[src/rtl/timer_scheduler_pkg.sv]
// Shared types and sizing helpers for the shared countdown-timer scheduler.
package timer_scheduler_pkg;

  localparam int unsigned N_REQ_DEF   = 4;
  localparam int unsigned COUNT_W_DEF = 16;

  typedef enum logic {
    ST_IDLE = 1'b0,
    ST_RUN  = 1'b1
  } state_e;

  // Pointer/index width; at least one bit so a 1-wide vector stays legal.
  function automatic int unsigned ptr_w(input int unsigned n);
    return (n > 1) ? $clog2(n) : 1;
  endfunction

endpackage

[src/rtl/timer_scheduler_rr_arbiter.sv]
// Combinational rotate-priority pick: first set request at or after ptr_i, wrapping.
module timer_scheduler_rr_arbiter
  import timer_scheduler_pkg::*;
#(
  parameter int unsigned N = N_REQ_DEF
) (
  input  logic [N-1:0]        req_i,
  input  logic [ptr_w(N)-1:0] ptr_i,
  output logic [N-1:0]        gnt_o,
  output logic [ptr_w(N)-1:0] idx_o,
  output logic                valid_o
);

  localparam int unsigned PTR_W = ptr_w(N);

  always_comb begin
    int unsigned cand;
    valid_o = 1'b0;
    idx_o   = '0;
    cand    = 0;
    for (int unsigned k = 0; k < N; k++) begin
      cand = (32'(ptr_i) + k) % N;
      if (!valid_o && req_i[cand]) begin
        valid_o = 1'b1;
        idx_o   = PTR_W'(cand);
      end
    end
    gnt_o = valid_o ? (N'(1) << idx_o) : '0;
  end

endmodule

[src/rtl/timer_scheduler.sv]
// One programmable countdown timer shared round-robin among N_REQ requesters.
module timer_scheduler
  import timer_scheduler_pkg::*;
#(
  parameter int unsigned N_REQ   = N_REQ_DEF,
  parameter int unsigned COUNT_W = COUNT_W_DEF
) (
  input  logic                       clk,
  input  logic                       rst_n,
  input  logic [N_REQ-1:0]           req_i,
  input  logic [N_REQ*COUNT_W-1:0]   count_i,
  output logic [N_REQ-1:0]           grant_o,
  output logic [N_REQ-1:0]           done_o,
  output logic                       busy_o
);

  localparam int unsigned PTR_W = ptr_w(N_REQ);

  state_e             state_q, state_d;
  logic [PTR_W-1:0]   ptr_q, ptr_d;
  logic [PTR_W-1:0]   sel_q, sel_d;
  logic [COUNT_W-1:0] cnt_q, cnt_d;
  logic [N_REQ-1:0]   grant_q, grant_d;
  logic [N_REQ-1:0]   done_q, done_d;
  logic               busy_q, busy_d;

  logic [N_REQ-1:0]   arb_gnt_c;
  logic [PTR_W-1:0]   arb_idx_c;
  logic               arb_valid_c;
  logic [COUNT_W-1:0] cnt_sel_c;

  timer_scheduler_rr_arbiter #(.N(N_REQ)) u_arb (
    .req_i   (req_i),
    .ptr_i   (ptr_q),
    .gnt_o   (arb_gnt_c),
    .idx_o   (arb_idx_c),
    .valid_o (arb_valid_c)
  );

  assign cnt_sel_c = count_i[32'(arb_idx_c)*COUNT_W +: COUNT_W];

  // Next-state: IDLE arbitrates and loads max(C,1)-1; RUN aborts, expires or decrements.
  always_comb begin
    state_d = state_q;
    ptr_d   = ptr_q;
    sel_d   = sel_q;
    cnt_d   = cnt_q;
    grant_d = grant_q;
    busy_d  = busy_q;
    done_d  = '0;
    case (state_q)
      ST_IDLE: begin
        if (arb_valid_c) begin
          grant_d = arb_gnt_c;
          busy_d  = 1'b1;
          sel_d   = arb_idx_c;
          cnt_d   = (cnt_sel_c == '0) ? '0 : cnt_sel_c - COUNT_W'(1);
          ptr_d   = (arb_idx_c == PTR_W'(N_REQ-1)) ? '0 : arb_idx_c + PTR_W'(1);
          state_d = ST_RUN;
        end
      end
      ST_RUN: begin
        if (!req_i[sel_q]) begin
          grant_d = '0;
          busy_d  = 1'b0;
          state_d = ST_IDLE;
        end else if (cnt_q == '0) begin
          grant_d       = '0;
          busy_d        = 1'b0;
          done_d[sel_q] = 1'b1;
          state_d       = ST_IDLE;
        end else begin
          cnt_d = cnt_q - COUNT_W'(1);
        end
      end
      default: begin
        grant_d = '0;
        busy_d  = 1'b0;
        state_d = ST_IDLE;
      end
    endcase
  end

  always_ff @(posedge clk or negedge rst_n) begin
    if (!rst_n) begin
      state_q <= ST_IDLE;
      ptr_q   <= '0;
      sel_q   <= '0;
      cnt_q   <= '0;
      grant_q <= '0;
      done_q  <= '0;
      busy_q  <= 1'b0;
    end else begin
      state_q <= state_d;
      ptr_q   <= ptr_d;
      sel_q   <= sel_d;
      cnt_q   <= cnt_d;
      grant_q <= grant_d;
      done_q  <= done_d;
      busy_q  <= busy_d;
    end
  end

  assign grant_o = grant_q;
  assign done_o  = done_q;
  assign busy_o  = busy_q;

endmodule
[config.mk]
export PLATFORM = sky130hd
export DESIGN_NAME = timer_scheduler
export DESIGN_NICKNAME = d
export VERILOG_FILES = /design/src/rtl/timer_scheduler_pkg.sv /design/src/rtl/timer_scheduler_rr_arbiter.sv /design/src/rtl/timer_scheduler.sv
export SDC_FILE = /design/constraint.sdc
export NUM_CORES = 1
export LEC_CHECK = 0
export ABC_CLOCK_PERIOD_IN_PS = 7450
export CAP_MARGIN = 10
export CORE_ASPECT_RATIO = 0.75
export CORE_UTILIZATION = 43
export DETAILED_ROUTE_END_ITERATION = 8
export PLACE_DENSITY = 0.78
export SETUP_SLACK_MARGIN = 0.4
export SLEW_MARGIN = 20
export SYNTH_ARGS = -nofsm -noshare
export SYNTH_HDL_FRONTEND = slang
export SYNTH_SLANG_ARGS = --single-unit
[constraint.sdc]
create_clock -name clk -period 7.45 [get_ports clk]
set_input_delay 1.49 -clock clk [delete_from_list [all_inputs] [get_ports clk]]
set_output_delay 1.49 -clock clk [all_outputs]
set_load 0.01 [all_outputs]
==> results of run 1 <==
==> kinds of logic (layout without fill, tap and decap cells) <==
group	after synthesis	after routing	synth area share, %
compound gates	60	60	16.0
xor+xnor	12	12	4.26
fa+ha+maj	6	6	3.04
buf+inv	23	97	4.41
flops	30	30	30.4
mux	49	49	21.1
simple gates	104	104	20.7
==> per-stage QoR <==
step / hold WS, ns / total power [W] / worst slack (ns) / util (%)
finish: 0.489 / 0.00107 / 2.70 / 62.2
global route: 0.524 / 0.00116 / 2.32 / 62.2
CTS: 0.490 / 0.00107 / 2.71 / 62.2
detailed placement: 0.468 / 0.000928 / 2.41 / 60.5
global placement: 0.459 / 0.000909 / 2.58 / 60.5
floorplan: 0.490 / 0.000756 / 3.58 / -
==> power groups by stage <==
stage	clock [W]	sequential, W	combinational (W)
floorplan	0	0.000300	0.000457
global placement	0	0.000322	0.000587
detailed placement	0	0.000326	0.000603
CTS	0.000141	0.000324	0.000605
global route	0.000149	0.000337	0.000674
finish	0.000140	0.000325	0.000606
==> synthesized netlist by cell type (all sizes together) (2+ instances only) <==
library cell,n
a31oi,3
mux2,15
o31ai,2
xnor2,9
a22o,4
dfrtp,30
nand4,4
xor2,3
nand2,40
a22oi,9
mux2i,33
nand2b,4
nor2,19
o221ai,4
nor4,3
inv,8
ha,6
o21ai,21
clkbuf,5
and3,2
nor3,9
nand3,10
a21oi,12
or2,2
or3,3
nor4b,2
buf,9
or4,3
==> state kept, by name (all words and copies together) (netlist names) <==
| register | count |
|---|---|
| busy_o | 1 |
| ptr_q | 2 |
| grant_o | 4 |
| done_o | 4 |
| state_q | 1 |
| cnt_q | 16 |
| sel_q | 2 |
==> final cells by class <==
cell class / count / area, um2
repair buffers: 80 / 796
flip-flops and latches: 30 / 751
multi-input cells: 231 / 1610
clock buffers: 6 / 82.6
clock inverters: 2 / 12.5
inverters: 9 / 33.8
fillers: 454 / 2060
well taps: 75 / 93.8
==> final timing paths <==
| kind | from | end | slack (ns) | cells after the start |
|---|---|---|---|---|
| worst max-delay path | req_i[0] | cnt_q[5] | 2.70 | 12 |
| worst min-delay path | busy_o | busy_o | 0.49 | 2 |
| worst max register to register | cnt_q[0] | cnt_q[15] | 3.71 | 12 |
| worst min register to register | busy_o | busy_o | 0.49 | 2 |
| max in group asynchronous | rst_n | cnt_q[2] | 5.55 | 2 |
| min in group asynchronous | rst_n | grant_o[2] | 1.61 | 2 |
==> critical path, delay by kind of cell <==
kind                     cells  cell delay [ns]
adder cells (fa/ha/maj)      1             0.20
buffers and inverters        1             0.50
multiplexers                 2             0.47
AND/OR/NAND/NOR              4             0.94
AO/OA/AOI/OAI                4             1.28
==> metal layers <==
layer	global-route usage, %	vias up	part of all wire [%]
met4	6.55	0	1.4
met2	33.0	89	43
met1	32.8	1051	48
li1	-	1185	-
met3	5.50	8	7.3
met5	0	-	0
==> run summary, run 1 <==
• **max-cap check violation count** 0
• **CTS Root Buffer Type** clkbuf_8
• **vias in the first global route** 2132
• **starting density of the core** 45.4%
• **via density per instance** 5.39
• **core box area** 5440 um2
• **Post-Syn Area** 2470 um2
• **overall die area** 6050 um2
• **# setup viols final** 0
• **number of enable-type register cells in the synthesized netlist** 0
• **GRT Total Usage** 22.6%
• **Total Negative Setup Slacks** 0 ns
• **final cell count without fillers** 433
• **worst vdd ir** 0.131 mV
• **wire length after detailed routing** 6250 um
• **Net count, final** 433
• **crit-path cells** clkdlybuf4s50_1 > a21oi_1 > o21a_1 > o22a_2 > mux2i_1 > mux2_2 > ha_1 > nand4_1 > nor2_1 > nand4_1 > nand2_1 > o221ai_1
• **highest-count cells in the layout ignoring fill and taps** clkdlybuf4s50_1, nand2_1, mux2i_1, dfrtp_1
• **post-route minimum period** 4.75 ns
• **Area contributors post-synth** dfrtp_1, mux2i_1, mux2_2, nand2_1, o21ai_0
• **#FFs+latches synth** 30
• **cell mode on critical path** nand4_1
• **final hold violation count** 0
• **Die Ht** 67.6 um
• **classification of the worst setup path** primary input to flop
• **outcome** finished, final reports clean
• **Sw Share** 44.7%
• **maximum frequency from static timing analysis** 0.210 GHz
• **cell area reported after detailed placement** 3290 um2
• **slew at the pin with the worst max-slew slack** 0.990 ns
• **internal power summed over all cells** 0.000592 W
• **input/output buffers** 78
• **DR pass1 iterations** 4
• **critical path peak fanout** 37
• **worst min-delay path category** flop to flop
• **Die Width** 89.5 um
• **total non-filler cell area in the finished layout** 3380 um2
• **Setup crit end kind** flop
• **DP Wirelength** 4840 um
• **via count** 2333
• **required time at the endpoint of the critical path** 7.59 ns
• **number of antenna violations at the first check in global routing** 0
• **pin count of the biggest net entering global routing** 38
• **leading area contributor after synthesis** dfrtp_1
• **Antenna Violating Nets Remaining** 0
• **setup repair after global routing missed its margin** no
• **startpoint class of the critical path** primary input
• **H-tree lvl count** 2
• **TritonCTS clock tree** done
• **sum of overflow across all layers after global routing** 0
• **max incr delay on CP** 0.80 ns
• **net switching power** 0.000478 W
• **combinational group share of total power** 56.6%
• **Synth async-reset ratio** 100%
• **average wire length per cell after detail routing** 14.4 um
• **Clock Latency Late Sink** 0.29 ns
• **synth-to-layout area growth** 37.1%
• **count of cell types in the netlist** 45
• **fraction of power consumed by the clock network** 13.0%
• **sink count of the clock tree** 30
• **final cycle utilization of the critical path** 63.8%
• **count of instances resized after the clock tree is built** 0
• **DRC viols** 0
• **number of buffers inserted by hold repair at cts** 0
• **clock skew** 0.00504 ns
• **Pleak** 1.38 nW
• **Syn Nets** 360
• **clock transition at the register clock pins on the worst setup and hold paths after CTS** 0.07 ns
• **worst endpoint data arrival time** 4.90 ns
• **Post-Synthesis Mean Instance Area** 8.69 um2
• **# Post-CTS Setup Buffers** 0
• **layout cell share with drive strength beyond 1** 10.1%
• **number of violations reported at the end of detailed-routing iteration 0** 157
• **Final Slew Violations** 0
• **slowest cell on the critical path** o22a_2
• **ports placed on the boundary** 79
• **diodes inserted** 0
• **most used flip-flop cell after synthesis** dfrtp_1
• **total placed cells including tap cells** 425
• **worst slew margin relative to its limit** 34.0%
• **wire length of the first global-routing pass** 10100 um
• **cell count after synthesis** 284
• **maximum clock insertion buffer count** 2
• **share of Yosys cell area claimed by the top area cell type** 30.4%
• **power per cell area** 316 nW/um2
• **Seq/Total Area, Yosys** 30.4%
• **most common library cell in the layout ignoring fill and taps** clkdlybuf4s50_1
• **GP Congestion** 0.852
• **Reg power frac** 30.4%
• **Site Rows** 23
• **clock buffers created by TritonCTS** 5
• **number of warnings issued by yosys** 0
Note: power is estimated with default switching activity, not from simulation.
==> inputs of run 2 (changes only) <==
ABC_CLOCK_PERIOD_IN_PS = 4100   (was 7450)
CORE_UTILIZATION = 42   (was 43)
PLACE_DENSITY = 0.8   (was 0.78)
clock period = 4.1 ns   (was 7.45 ns; I/O delays follow)
==> run 2 against run 1 <==
Net effect: clock power increased by 81%; core utilization rose by 0.58 points; hold slack got worse by 0.0083 ns; first-iteration DRC count decreased by 8.3%; register-to-register slack got worse by 3.0 ns; design area is 2.0% higher; die area is 2.3% higher; non-clock buffer count grew 7; critical path depth stayed put; clock skew grew 0.0028 ns; via count grew 4.0%; count of clock-buffer cells in the layout unchanged.
==> run summary, run 2 (synthesis results as in run 1) <==
• **outcome** finished, final reports clean
• **number of buffers inserted by hold repair at cts** 0
• **setup repair after global routing missed its margin** no
• **vias in the first global route** 2187
• **combinational group share of total power** 58.1%
• **DP Wirelength** 4900 um
• **clock buffers created by TritonCTS** 5
• **critical path peak fanout** 13
• **Net count, final** 440
• **Reg2Reg Capture Point** cnt_q[5]
• **clock transition at the register clock pins on the worst setup and hold paths after CTS** 0.07 ns
• **# setup viols final** 0
• **register-to-register setup slack** 0.69 ns
• **final hold violation count** 0
• **overall die area** 6190 um2
• **end of the worst hold path** busy_o
• **Hold Path Stages** 2
• **H-tree lvl count** 2
• **Antenna Violating Nets Remaining** 0
• **final cell count without fillers** 440
• **final hold slack** 0.480 ns
• **wire length of the first global-routing pass** 10200 um
• **wire length after detailed routing** 6390 um
• **layout cell share with drive strength beyond 1** 12.1%
• **net switching power** 0.000896 W
• **worst endpoint data arrival time** 3.58 ns
• **power per cell area** 588 nW/um2
• **pin count of the biggest net entering global routing** 34
• **TritonCTS clock tree** done
• **synth-to-layout area growth** 39.9%
• **critical register-to-register path startpoint** cnt_q[0]
• **internal power summed over all cells** 0.00113 W
• **cell area reported after detailed placement** 3320 um2
• **highest-count cells in the layout ignoring fill and taps** clkdlybuf4s50_1, nand2_1, mux2i_1, dfrtp_1
• **maximum frequency from static timing analysis** 0.291 GHz
• **Final Slew Violations** 0
• **post-route minimum period** 3.44 ns
• **sink count of the clock tree** 30
• **number of violations reported at the end of detailed-routing iteration 0** 144
• **cell count of the worst reg-to-reg path** 12
• **required time at the endpoint of the critical path** 4.25 ns
• **DRC viols** 0
• **GP Congestion** 0.882
• **launch point of the critical path** req_i[0]
• **clock skew** 0.00788 ns
• **GRT Total Usage** 21.2%
• **via count** 2426
• **worst vdd ir** 0.292 mV
• **worst slew margin relative to its limit** 53.1%
• **average wire length per cell after detail routing** 14.5 um
• **input/output buffers** 78
• **Die Width** 90.5 um
• **diodes inserted** 0
• **via density per instance** 5.51
• **final cycle utilization of the critical path** 83.8%
• **Clock Latency Late Sink** 0.29 ns
• **starting density of the core** 44.9%
• **total non-filler cell area in the finished layout** 3450 um2
• **max-cap check violation count** 0
• **number of antenna violations at the first check in global routing** 0
• **Pleak** 1.42 nW
• **Sw Share** 44.1%
• **CTS Root Buffer Type** clkbuf_8
• **HP Start** busy_o
• **Site Rows** 23
• **DR pass1 iterations** 4
• **startpoint class of the critical path** primary input
• **slew at the pin with the worst max-slew slack** 0.702 ns
• **core box area** 5500 um2
• **ports placed on the boundary** 79
• **maximum clock insertion buffer count** 2
• **Reg power frac** 29.4%
• **flip-flop count of the largest register, all copies and words added** 16
• **Total Negative Setup Slacks** 0 ns
• **fraction of power consumed by the clock network** 12.4%
• **total placed cells including tap cells** 428
• **Setup crit end kind** flop
• **Top reg by flops** cnt_q
• **Die Ht** 68.4 um
• **sum of overflow across all layers after global routing** 0
• **worst min-delay path category** flop to flop
• **most common library cell in the layout ignoring fill and taps** clkdlybuf4s50_1
• **classification of the worst setup path** primary input to flop
run 2: worst max-delay path by stage:
stage	endpoint	slack [ns]	cells past startpoint
after global routing	cnt_q[7]	0.44	12
after floorplan	cnt_q[10]	0.90	11
final	cnt_q[5]	0.66	12
after detailed placement	cnt_q[4]	0.26	12
after CTS	cnt_q[4]	0.56	12
after global placement	cnt_q[4]	0.35	12
run 2: power by group through the flow:
stage / sequential (W) / combinational (W) / clock (W)
floorplan: 0.000545 / 0.000830 / 0
global placement: 0.000587 / 0.00110 / 0
detailed placement: 0.000592 / 0.00112 / 0
CTS: 0.000590 / 0.00113 / 0.000255
global route: 0.000616 / 0.00130 / 0.000266
finish: 0.000597 / 0.00118 / 0.000253
run 2: worst max-delay path, cell delays in order:
cell             delay (ns)
clkdlybuf4s50_1        0.56
a21oi_1                0.09
o21a_1                 0.17
o22a_2                 0.29
mux2i_1                0.19
mux2_2                 0.23
ha_1                   0.23
nand4_1                0.15
nor2_1                 0.24
nand4_1                0.20
nand2_2                0.26
o221ai_1               0.16
run 2: stage by stage:
step,setup slack (ns),power [W],utilization (%)
after floorplan,0.904,0.00137,-
after global placement,0.350,0.00168,60.5
after detailed placement,0.255,0.00171,60.5
after CTS,0.556,0.00197,62.2
after global routing,0.437,0.00218,62.8
final,0.665,0.00203,62.8
run 2: what timing repair did:
action                     4_1_cts  5_1_grt
setup endpoints to repair        0       14
setup buffers                    0        4
gates resized for setup          0        1
run 2: final cells by class:
class	instances	area [um2]
timing repair buffer	87	861
tap	75	93.8
fill	453	2050
clock buffer	6	82.6
clock inverter	2	12.5
sequential	30	751
multi-input combinational	231	1620
inverter	9	33.8
run 2: per-layer routing:
metal	vias up	global-route usage (%)	part of all wire [%]
li1	1197	-	-
met2	112	34.0	44
met4	0	5.65	0.45
met3	5	5.00	9.8
met5	-	0	0
met1	1112	29.0	45
==> inputs of run 3 (changes only) <==
ABC_CLOCK_PERIOD_IN_PS = 3600   (was 4100)
CORE_UTILIZATION = 43   (was 42)
PLACE_DENSITY = 0.78   (was 0.8)
clock period = 3.6 ns   (was 4.1 ns; I/O delays follow)
==> run 3 against run 2 <==
Net effect: sequential cell count did not move; critical path type is now flop to flop; non-clock buffer count rose by 22; core utilization rose by 7.5 points.
==> run summary, run 3 (synthesis results as in run 1) <==
• **critical path peak fanout** 4
• **final cycle utilization of the critical path** 88.0%
• **Antenna Violating Nets Remaining** 0
• **required time at the endpoint of the critical path** 3.75 ns
• **# setup viols final** 0
• **wire length of the first global-routing pass** 11100 um
• **register-to-register setup slack** 0.43 ns
• **via density per instance** 5.59
• **via count** 2587
• **pin count of the biggest net entering global routing** 31
• **DP Wirelength** 5170 um
• **maximum clock insertion buffer count** 2
• **wire length after detailed routing** 7370 um
• **GRT Total Usage** 24.2%
• **cell area reported after detailed placement** 3410 um2
• **Pleak** 1.63 nW
• **highest-count cells in the layout ignoring fill and taps** clkdlybuf4s50_1, nand2_1, mux2i_1, dfrtp_1, buf_4
• **number of antenna violations at the first check in global routing** 0
• **startpoint class of the critical path** flop
• **crit-path cells** inv_2 > ha_4 > or3b_4 > or4_4 > nand2b_4 > or4_4 > a31oi_4 > buf_6 > buf_6 > o31ai_2 > a222oi_1 > nand2_1
• **clock transition at the register clock pins on the worst setup and hold paths after CTS** 0.07 ns
• **Setup crit end kind** flop
• **max incr delay on CP** 0.46 ns
• **Final Slew Violations** 0
• **worst endpoint data arrival time** 3.32 ns
• **overall die area** 6050 um2
• **number of violations reported at the end of detailed-routing iteration 0** 218
• **Core Util, Final** 70.3%
• **Total Negative Setup Slacks** 0 ns
• **worst slew margin relative to its limit** 34.9%
• **Die Ht** 67.6 um
• **register cell area after layout** 751 um2
• **sum of overflow across all layers after global routing** 0
• **total non-filler cell area in the finished layout** 3820 um2
• **CTS Root Buffer Type** clkbuf_8
• **clock skew** 0.00993 ns
• **clock buffers created by TritonCTS** 5
• **slew at the pin with the worst max-slew slack** 0.972 ns
• **outcome** finished, final reports clean
• **Clock Latency Late Sink** 0.29 ns
• **DR pass1 iterations** 4
• **Site Rows** 23
• **area occupied by multi-input gates** 1700 um2
• **post-route minimum period** 3.17 ns
• **average wire length per cell after detail routing** 15.9 um
• **max-cap check violation count** 0
• **Net count, final** 463
• **DRC viols** 0
• **slowest cell on the critical path** or4_4
• **setup repair after global routing missed its margin** yes
• **final hold violation count** 0
• **classification of the worst setup path** flop to flop
• **maximum frequency from static timing analysis** 0.316 GHz
• **worst vdd ir** 0.350 mV
• **ports placed on the boundary** 79
• **Top reg by flops** cnt_q
• **Die Width** 89.5 um
• **layout cell share with drive strength beyond 1** 19.8%
• **TritonCTS clock tree** done
• **H-tree lvl count** 2
• **number of buffers inserted by hold repair at cts** 0
• **fillcell total** 386
• **most common library cell in the layout ignoring fill and taps** clkdlybuf4s50_1
• **power per cell area** 726 nW/um2
• **diodes inserted** 0
• **GP Congestion** 0.793
• **sink count of the clock tree** 30
• **vias in the first global route** 2360
• **input/output buffers** 78
• **synth-to-layout area growth** 55.0%
• **flip-flop count of the largest register, all copies and words added** 16
• **starting density of the core** 45.4%
• **worst min-delay path category** flop to flop
• **core box area** 5440 um2
-- run 3: cell types whose count changed in the layout (fill, tap and decap cells not counted), sizes merged --
cell / delta
buf: +20
bufinv: +2
clkdlybuf4s50: -2
dlymetal6s2s: +2
bufbuf: +1
clkbuf: +1
clkinv: -1
clkinvlp: -1
nand2: +1
-- run 3: timing repair --
item,in CTS,in global routing
resized for setup,5,24
setup buffers,4,10
setup endpoints to repair,15,16
gates cloned,1,2
pin swaps,2,7
-- run 3: path summary, 6_finish.rpt --
path | startpoint | endpoint | cells after the start
max in group asynchronous | rst_n | state_q | 2
max | cnt_q[0] | cnt_q[14] | 12
min | busy_o | busy_o | 2
max reg2reg | cnt_q[0] | cnt_q[14] | 12
min in group asynchronous | rst_n | cnt_q[13] | 2
min reg2reg | busy_o | busy_o | 2
-- run 3: per-stage QoR --
step	hold slack [ns]	cells	worst slack [ns]	total power, W
after floorplan	0.424	284	0.480	0.00157
after global placement	0.460	438	0.0721	0.00200
after detailed placement	0.464	438	-0.0145	0.00204
after CTS	0.481	451	0.409	0.00257
after global routing	0.539	463	0.348	0.00296
final	0.477	463	0.431	0.00278
-- run 3: power by group --
part | internal, W | switching (W) | total (W)
Clock | 0.000295 | 0.000135 | 0.000431
Combinational | 0.000856 | 0.000836 | 0.00169
Sequential | 0.000487 | 0.000167 | 0.000653
Total | 0.00164 | 0.00114 | 0.00278
-- run 3: critical path: cells and delay by family (launching register included) --
family,cells,cell delay (ns)
and+or+nand+nor,5,1.58
AOI/OAI and AO/OA,3,0.58
DFF,1,0.39
adders and majority gates,1,0.14
buffers and inverters,3,0.34
-- run 3: final cells by class --
type,instances,share of cell area (%)
multi-input combinational,232,44.5
tap,75,2.45
sequential,30,19.6
timing repair buffer,109,28.8
clock buffer,6,2.16
inverter,9,0.883
clock inverter,2,1.57
-- run 3: routing by layer --
| metal | up-vias | part of all wire, % | track usage (%) |
|---|---|---|---|
| met5 | - | 0 | 0 |
| li1 | 1244 | - | - |
| met4 | 0 | 0.94 | 4.37 |
| met3 | 8 | 7.4 | 3.30 |
| met1 | 1210 | 44 | 34.2 |
| met2 | 125 | 48 | 40.0 |
